### src/rtl/muldiv_pkg.sv
// Shared definitions for the HI/LO multiply/divide unit.
// Holds the data width, the number of restoring-division steps, the FSM
// state encoding and small sign helpers used by muldiv_hilo.
package muldiv_pkg;

  localparam int WIDTH     = 32;
  localparam int DIV_STEPS = 32;

  typedef enum logic [1:0] {
    IDLE,
    MUL,
    DIV,
    DONE
  } state_t;

  // Absolute value of a 32-bit operand when treated as signed; unsigned
  // operands pass through. 0x80000000 maps to itself, which is the correct
  // unsigned magnitude 2^31.
  function automatic logic [WIDTH-1:0] magnitude(input logic [WIDTH-1:0] v,
                                                 input logic             sgn);
    return (sgn && v[WIDTH-1]) ? (~v + 1'b1) : v;
  endfunction

  // Conditional two's-complement negation.
  function automatic logic [WIDTH-1:0] apply_sign(input logic [WIDTH-1:0] v,
                                                  input logic             neg);
    return neg ? (~v + 1'b1) : v;
  endfunction

endpackage

### src/rtl/div_core.sv
// Iterative unsigned restoring divider.
// One quotient bit per 'step' cycle, STEPS cycles per division.
// Ports:
//   clk, rst_n   clock, asynchronous active-low reset
//   clear        abandon the current division and zero the step counter
//   load         capture dividend/divisor magnitudes, start at step 0
//   step         perform one restoring step
//   dividend     unsigned dividend (sampled with load)
//   divisor      unsigned divisor  (sampled with load, must be nonzero)
//   quotient     quotient after the step being performed this cycle
//   remainder    remainder after the step being performed this cycle
//   last         high during the final step; quotient/remainder are final
module div_core #(
  parameter int WIDTH = muldiv_pkg::WIDTH,
  parameter int STEPS = muldiv_pkg::DIV_STEPS
) (
  input  logic             clk,
  input  logic             rst_n,
  input  logic             clear,
  input  logic             load,
  input  logic             step,
  input  logic [WIDTH-1:0] dividend,
  input  logic [WIDTH-1:0] divisor,
  output logic [WIDTH-1:0] quotient,
  output logic [WIDTH-1:0] remainder,
  output logic             last
);

  localparam int CNT_W = $clog2(STEPS);

  logic [WIDTH-1:0] rem;
  logic [WIDTH-1:0] quo;
  logic [WIDTH-1:0] dsr;
  logic [CNT_W-1:0] cnt;

  logic [WIDTH:0]   shifted;
  logic [WIDTH:0]   diff;
  logic             fits;
  logic [WIDTH-1:0] rem_next;
  logic [WIDTH-1:0] quo_next;

  // The dividend is shifted out of quo's MSB into the partial remainder
  // while quotient bits fill quo from the LSB. rem < dsr always holds, so
  // the shifted remainder fits in WIDTH+1 bits.
  always_comb begin
    shifted  = {rem, quo[WIDTH-1]};
    diff     = shifted - {1'b0, dsr};
    fits     = (shifted >= {1'b0, dsr});
    rem_next = fits ? diff[WIDTH-1:0] : shifted[WIDTH-1:0];
    quo_next = {quo[WIDTH-2:0], fits};
  end

  assign quotient  = quo_next;
  assign remainder = rem_next;
  assign last      = step && (cnt == CNT_W'(STEPS - 1));

  always_ff @(posedge clk or negedge rst_n) begin
    if (!rst_n) begin
      rem <= '0;
      quo <= '0;
      dsr <= '0;
      cnt <= '0;
    end else if (clear) begin
      cnt <= '0;
    end else if (load) begin
      rem <= '0;
      quo <= dividend;
      dsr <= divisor;
      cnt <= '0;
    end else if (step) begin
      rem <= rem_next;
      quo <= quo_next;
      cnt <= cnt + 1'b1;
    end
  end

endmodule

### src/rtl/muldiv_hilo.sv
// HI/LO multiply/divide unit for the execute stage.
// Multiply completes in one MUL cycle, divide in 32 DIV cycles via div_core;
// the pipeline is held through stallE until the result lands in HI/LO.
// Ports:
//   clk        clock
//   rst        asynchronous active-low reset
//   startE     mult/div instruction present in execute
//   is_divE    0 = multiply, 1 = divide
//   hassignE   1 = signed, 0 = unsigned
//   srcaE      operand A / dividend / mthi-mtlo data
//   srcbE      operand B / divisor
//   hilo_enE   bit1 writes HI, bit0 writes LO from srcaE (idle only)
//   flushE     cancel any in-flight operation
//   hi, lo     HI/LO registers
//   stallE     hold the F/D/E pipeline registers
//   busy       FSM not idle
module muldiv_hilo #(
  parameter int WIDTH = muldiv_pkg::WIDTH
) (
  input  logic             clk,
  input  logic             rst,
  input  logic             startE,
  input  logic             is_divE,
  input  logic             hassignE,
  input  logic [WIDTH-1:0] srcaE,
  input  logic [WIDTH-1:0] srcbE,
  input  logic [1:0]       hilo_enE,
  input  logic             flushE,
  output logic [WIDTH-1:0] hi,
  output logic [WIDTH-1:0] lo,
  output logic             stallE,
  output logic             busy
);

  import muldiv_pkg::*;

  state_t           state;
  logic [WIDTH-1:0] a_reg;
  logic [WIDTH-1:0] b_reg;
  logic             sign_reg;

  logic             start_ok;
  logic             div_load;
  logic [WIDTH-1:0] a_mag;
  logic [WIDTH-1:0] b_mag;

  logic [2*WIDTH-1:0] a_ext;
  logic [2*WIDTH-1:0] b_ext;
  logic [2*WIDTH-1:0] product;

  logic [WIDTH-1:0] q_mag;
  logic [WIDTH-1:0] r_mag;
  logic             div_last;
  logic             neg_q;
  logic             neg_r;
  logic [WIDTH-1:0] q_fix;
  logic [WIDTH-1:0] r_fix;

  assign start_ok = (state == IDLE) && startE && !flushE;
  assign div_load = start_ok && is_divE;
  assign stallE   = start_ok || (state == MUL) || (state == DIV);
  assign busy     = (state != IDLE);

  assign a_mag = magnitude(srcaE, hassignE);
  assign b_mag = magnitude(srcbE, hassignE);

  // Extending each operand to 64 bits (sign or zero) makes the low 64 bits
  // of a plain unsigned product equal the signed or unsigned result.
  always_comb begin
    a_ext   = {{WIDTH{sign_reg & a_reg[WIDTH-1]}}, a_reg};
    b_ext   = {{WIDTH{sign_reg & b_reg[WIDTH-1]}}, b_reg};
    product = a_ext * b_ext;
  end

  // Quotient negative when signs differ; remainder follows the dividend.
  always_comb begin
    neg_q = sign_reg & (a_reg[WIDTH-1] ^ b_reg[WIDTH-1]);
    neg_r = sign_reg & a_reg[WIDTH-1];
    q_fix = apply_sign(q_mag, neg_q);
    r_fix = apply_sign(r_mag, neg_r);
  end

  div_core #(
    .WIDTH (WIDTH),
    .STEPS (DIV_STEPS)
  ) u_div_core (
    .clk       (clk),
    .rst_n     (rst),
    .clear     (flushE),
    .load      (div_load),
    .step      (state == DIV),
    .dividend  (a_mag),
    .divisor   (b_mag),
    .quotient  (q_mag),
    .remainder (r_mag),
    .last      (div_last)
  );

  always_ff @(posedge clk or negedge rst) begin
    if (!rst) begin
      state    <= IDLE;
      a_reg    <= '0;
      b_reg    <= '0;
      sign_reg <= 1'b0;
      hi       <= '0;
      lo       <= '0;
    end else if (flushE) begin
      state <= IDLE;
    end else begin
      case (state)
        IDLE: begin
          if (startE) begin
            a_reg    <= srcaE;
            b_reg    <= srcbE;
            sign_reg <= hassignE;
            if (!is_divE)
              state <= MUL;
            else if (srcbE == '0)
              state <= DONE;
            else
              state <= DIV;
          end else begin
            if (hilo_enE[1]) hi <= srcaE;
            if (hilo_enE[0]) lo <= srcaE;
          end
        end
        MUL: begin
          hi    <= product[2*WIDTH-1:WIDTH];
          lo    <= product[WIDTH-1:0];
          state <= DONE;
        end
        DIV: begin
          if (div_last) begin
            lo    <= q_fix;
            hi    <= r_fix;
            state <= DONE;
          end
        end
        DONE: begin
          state <= IDLE;
        end
        default: state <= IDLE;
      endcase
    end
  end

endmodule

### config.mk
export PLATFORM = sky130hd
export DESIGN_NAME = muldiv_hilo
export DESIGN_NICKNAME = d
export VERILOG_FILES = /design/src/rtl/muldiv_pkg.sv /design/src/rtl/div_core.sv /design/src/rtl/muldiv_hilo.sv
export SDC_FILE = /design/constraint.sdc
export NUM_CORES = 2
export LEC_CHECK = 0
export ABC_AREA = 1
export ABC_CLOCK_PERIOD_IN_PS = 20200
export CORE_MARGIN = 2
export CORE_UTILIZATION = 39
export CTS_CLUSTER_SIZE = 30
export DETAILED_ROUTE_END_ITERATION = 6
export GPL_TIMING_DRIVEN = 1
export SLEW_MARGIN = 25
export SYNTH_ARGS = -nofsm -noshare
export SYNTH_HDL_FRONTEND = slang
export SYNTH_HIERARCHICAL = 1
export SYNTH_SLANG_ARGS = --single-unit
### constraint.sdc
create_clock -name clk -period 20.2 [get_ports clk]
set_clock_uncertainty 0.15 [all_clocks]
set_input_delay 3.03 -clock clk [delete_from_list [all_inputs] [get_ports clk]]
set_output_delay 3.03 -clock clk [all_outputs]
set_load 0.02 [all_outputs]
==> flow_results.org <==
** Place
- Estimated wirelength of the detail-placed design :: 160000 um
- Final weighted congestion of routability-driven global placement :: 1.00
- Port buffer count :: 137
- Summing all placed instances gives a cell area of 0.0598 sq mm.

** Synth
- XOR/XNOR Fraction of Synth Area :: 1.38%
- Adder-Cell Fraction of Synth Area :: 45.1%
- For this run, the leading register cell type out of synthesis is sky130_fd_sc_hd__dfrtp_1.
- The synthesized netlist devotes 6.02% of its cell area to compound gates.
- Of the total synthesized cell area, the portion taken by AND, OR, NAND and NOR gates is 21.4%.
- For this run, the register share of the synthesized area comes to 10.2%.
- Top area cells in the synthesized netlist :: sky130_fd_sc_hd__fa_1, sky130_fd_sc_hd__nand2_1, sky130_fd_sc_hd__inv_1
- Count of cell types in the netlist :: 59
- Synthesis produced a netlist with a net count of 9037.
- Cell Area, Synth :: 0.0571 sq mm
- Synth Warn # :: 6
- In this run, synthesis inferred 0 flip-flops with an integrated enable.
- In this run, synthesis produced a sequential element count of 232.
- The top cell type by area accounts for 39.5% of the synthesized area.
- Mux share of post-synthesis cell area :: 0.118%
- Area leader, netlist :: sky130_fd_sc_hd__fa_1
- Largest family of logic cells by synthesized area :: adder cells
- After synthesis, the share of flip-flops with an asynchronous set or reset is 100%.
- Cell count after synthesis :: 7584
- Post-Syn Area per Cell :: 7.52 sq um

** Clock tree
- Number of buffers on the longest clock path :: 3
- Number of hold-repair buffers added at the cts stage :: 0
- Clock root buffer :: sky130_fd_sc_hd__clkbuf_16
- Clock-pin slew was measured on the worst setup and hold paths at 0.06 ns.
- TritonCTS built the clock tree.
- The clock reaches the later pin of the worst-skew pair after 0.59 ns.
- Counting every sink on the clock net gives 232.
- CTS-repair resized insts :: 0
- Postcts setup bufs :: 0
- Depth of the CTS H-tree :: 1
- Clock buffer count from CTS :: 30

** Final layout
- Layout cells sized above 1 :: 4.71%
- Total area of multi-input combinational cells :: 0.0422 sq mm
- Sequential standard cell area :: 0.00581 sq mm
- The final layout contains 8899 nets.
- Counting the fill cells in the layout gives 15.0k.
- Relative to the synthesized area, the layout overhead comes to 6.70%.
- With fillers left out, the area of the finished cells amounts to 0.0609 sq mm.
- Final standard cell utilization of the core :: 41.9%

** Worst setup path
- Largest stage delay on the critical path :: 0.90 ns
- Tracing the worst setup path back leads to its startpoint at sign_reg.
- Arrival time at the worst endpoint :: 9.58 ns
- Measured in cells, the most critical reg-to-reg path has a length of 33.
- The worst register-to-register path ends at hi[29].
- Data required time of the worst path :: 20.56 ns
- The worst register-to-register path begins at sign_reg.
- Critical Setup Path Class :: reg -> reg
- STA classifies the critical path startpoint as a register.
- End of the critical path :: hi[29]
- Worst R2R Setup Slack :: 10.98 ns
- Library cell appearing most often on the critical path :: sky130_fd_sc_hd__inv_1
- Highest fanout seen on the critical path :: 42
- Endpoint type of the worst setup path :: register
- The slowest stage of the critical path is the sky130_fd_sc_hd__fa_1 cell.

** Min path
- Cell depth of the worst min-delay path :: 2
- Hold Crit Class :: reg -> reg

** Route
- In the final routed layout, each cell accounts on average for 20.4 um.
- Residual DRC count :: 0
- Vias per std cell :: 5.06
- DRC marker count from the first detailed-route iteration :: 3887
- Length of the first detailed-routing pass in iterations :: 6
- Detailed-route wire length :: 191000 um
- The count of nets left with antenna violations once routing finished came out at 0.
- Summing over every cut layer, the via total after detailed routing is 47.5k.

** Timing
- Headroom to the max-slew limit :: 22.7%
- The number of pins with negative max-slew slack in the final report was 0.
- Setup total negative slack on the finished layout was measured at 0 ns.
- The clock period could shrink to 9.22 ns.
- Final Cycle Share :: 45.6%
- For this run, the top clock speed supported by timing is 108 MHz.
- At the pin with the least slew margin, the transition time is 1.15 ns.
- Final setup violating endpoints :: 0
- RSZ-0062 raised after global routing :: false
- Final Hold Violating Endpoints :: 0

** Die
- Die Area :: 0.149 sq mm
- The floorplan step set the die width to 386 um.
- Row generation in the floorplan step produced 140 rows.
- Pin placement for this block handled 138 I/O pins.
- Initial core utilization :: 39.2%
- Die height :: 386 um
- In this run the standard cell core region covers 0.145 sq mm.

** Global routing
- Global route overflow :: 0
- For this run, the total global-route usage over all layers was measured as 25.9%.
- Wire length of the first global-routing pass :: 299000 um
- Number of antenna violations at the first check in global routing :: 4
- Entering global routing, the biggest net connects 115 pins.
- The via count of the first global-routing pass was 49.3k.

** Flow run
- Max-cap violations in this run came to 0.

** Outcome
- Outcome :: finished clean
==> critical path: cells and delay by family, from the launching register on <==
family / cells / cell delay, ns
DFF: 1 / 0.41
AOI/OAI and AO/OA: 3 / 0.57
and+or+nand+nor: 10 / 1.19
adders and majority gates: 9 / 4.98
buffers and inverters: 11 / 1.80
==> stage by stage <==
step / worst slack, ns / cells / hold slack (ns)
5_1_grt: 10.42 / 9385 / 0.354
6_report: 10.98 / 9386 / 0.337
3_5_place_dp: 11.02 / 9330 / 0.325
2_1_floorplan: 12.21 / 7584 / 0.319
3_3_place_gp: 11.06 / 9330 / 0.316
4_1_cts: 10.98 / 9383 / 0.339
==> placed cells by master (no fill, tap or decap), types with 17 or more instances in the layout <==
cell                                 n
sky130_fd_sc_hd__a21oi_1           245
sky130_fd_sc_hd__inv_1            1932
sky130_fd_sc_hd__and2_1             17
sky130_fd_sc_hd__ha_1              254
sky130_fd_sc_hd__clkbuf_16          31
sky130_fd_sc_hd__o21ai_1            36
sky130_fd_sc_hd__nand3_1           220
sky130_fd_sc_hd__xor2_1             78
sky130_fd_sc_hd__nand2_2            45
sky130_fd_sc_hd__fa_1             1126
sky130_fd_sc_hd__nand4_1            38
sky130_fd_sc_hd__inv_2              22
sky130_fd_sc_hd__o211ai_1           33
sky130_fd_sc_hd__o21ai_0           235
sky130_fd_sc_hd__clkdlybuf4s50_1   136
sky130_fd_sc_hd__nand2_1          1960
sky130_fd_sc_hd__nor2_1            447
sky130_fd_sc_hd__nor3_1             27
sky130_fd_sc_hd__buf_4              84
sky130_fd_sc_hd__nor2_2             33
sky130_fd_sc_hd__dfrtp_1           229
sky130_fd_sc_hd__nand3_2            30
sky130_fd_sc_hd__or2_2              18
==> metal layers <==
layer | GRT usage (%) | up-vias | part of all wire, %
met4 | 6.02 | 6 | 2.6
met5 | 0 | - | 0.023
met3 | 2.86 | 239 | 6.7
li1 | - | 21600 | -
met1 | 36.1 | 24100 | 44
met2 | 43.1 | 1565 | 47
==> logic make-up after synthesis <==
group	Yosys count
compound gates	625
mux	6
fa+ha+maj	1381
simple gates	2902
xor+xnor	90
flops	232
buf+inv	2348
==> synthesized netlist by cell type (7+ instances only) <==
library cell               instances
sky130_fd_sc_hd__nor2_2           32
sky130_fd_sc_hd__clkbuf_1        319
sky130_fd_sc_hd__nor4_1           10
sky130_fd_sc_hd__a31oi_1           7
sky130_fd_sc_hd__nand2_1        1961
sky130_fd_sc_hd__inv_1          1932
sky130_fd_sc_hd__nor3_1           27
sky130_fd_sc_hd__dfrtp_1         232
sky130_fd_sc_hd__or2_2            18
sky130_fd_sc_hd__nand4_1          38
sky130_fd_sc_hd__nand3_1         221
sky130_fd_sc_hd__a21oi_2          13
sky130_fd_sc_hd__nand3_2          30
sky130_fd_sc_hd__nand3b_1         14
sky130_fd_sc_hd__xnor2_1          12
sky130_fd_sc_hd__o22ai_1           9
sky130_fd_sc_hd__nor2_4            8
sky130_fd_sc_hd__nand2_2          44
sky130_fd_sc_hd__a21oi_1         245
sky130_fd_sc_hd__nor3_2            9
sky130_fd_sc_hd__buf_4            37
sky130_fd_sc_hd__xor2_1           78
sky130_fd_sc_hd__ha_1            255
sky130_fd_sc_hd__buf_2            27
sky130_fd_sc_hd__o21ai_1          35
sky130_fd_sc_hd__inv_2            22
sky130_fd_sc_hd__o21ai_0         236
sky130_fd_sc_hd__o21bai_1         16
sky130_fd_sc_hd__nor2_1          449
sky130_fd_sc_hd__o211ai_1         33
sky130_fd_sc_hd__fa_1           1126
sky130_fd_sc_hd__and2_1           17
==> how the worst min path moves through the flow <==
stage | start | endpoint
global placement | a_reg[14] | a_reg[14]
CTS | a_reg[22] | a_reg[22]
finish | lo[17] | lo[17]
floorplan | u_div_core/rem[28] | u_div_core/rem[28]
detailed placement | a_reg[12] | a_reg[12]
global route | a_reg[20] | a_reg[20]
==> area by class of cell <==
cell class / count / area share (%)
Tap cell: 1917 / 3.94
Clock buffer: 41 / 1.39
Sequential cell: 232 / 9.54
Timing Repair Buffer: 222 / 3.34
Clock inverter: 12 / 0.323
Antenna cell: 2 / 0.00822
Inverter: 1956 / 12.1
Multi-Input combinational cell: 5004 / 69.4
Power is not shown: default switching activity piles up to over one toggle a cycle in this logic, so the estimate is an artifact.
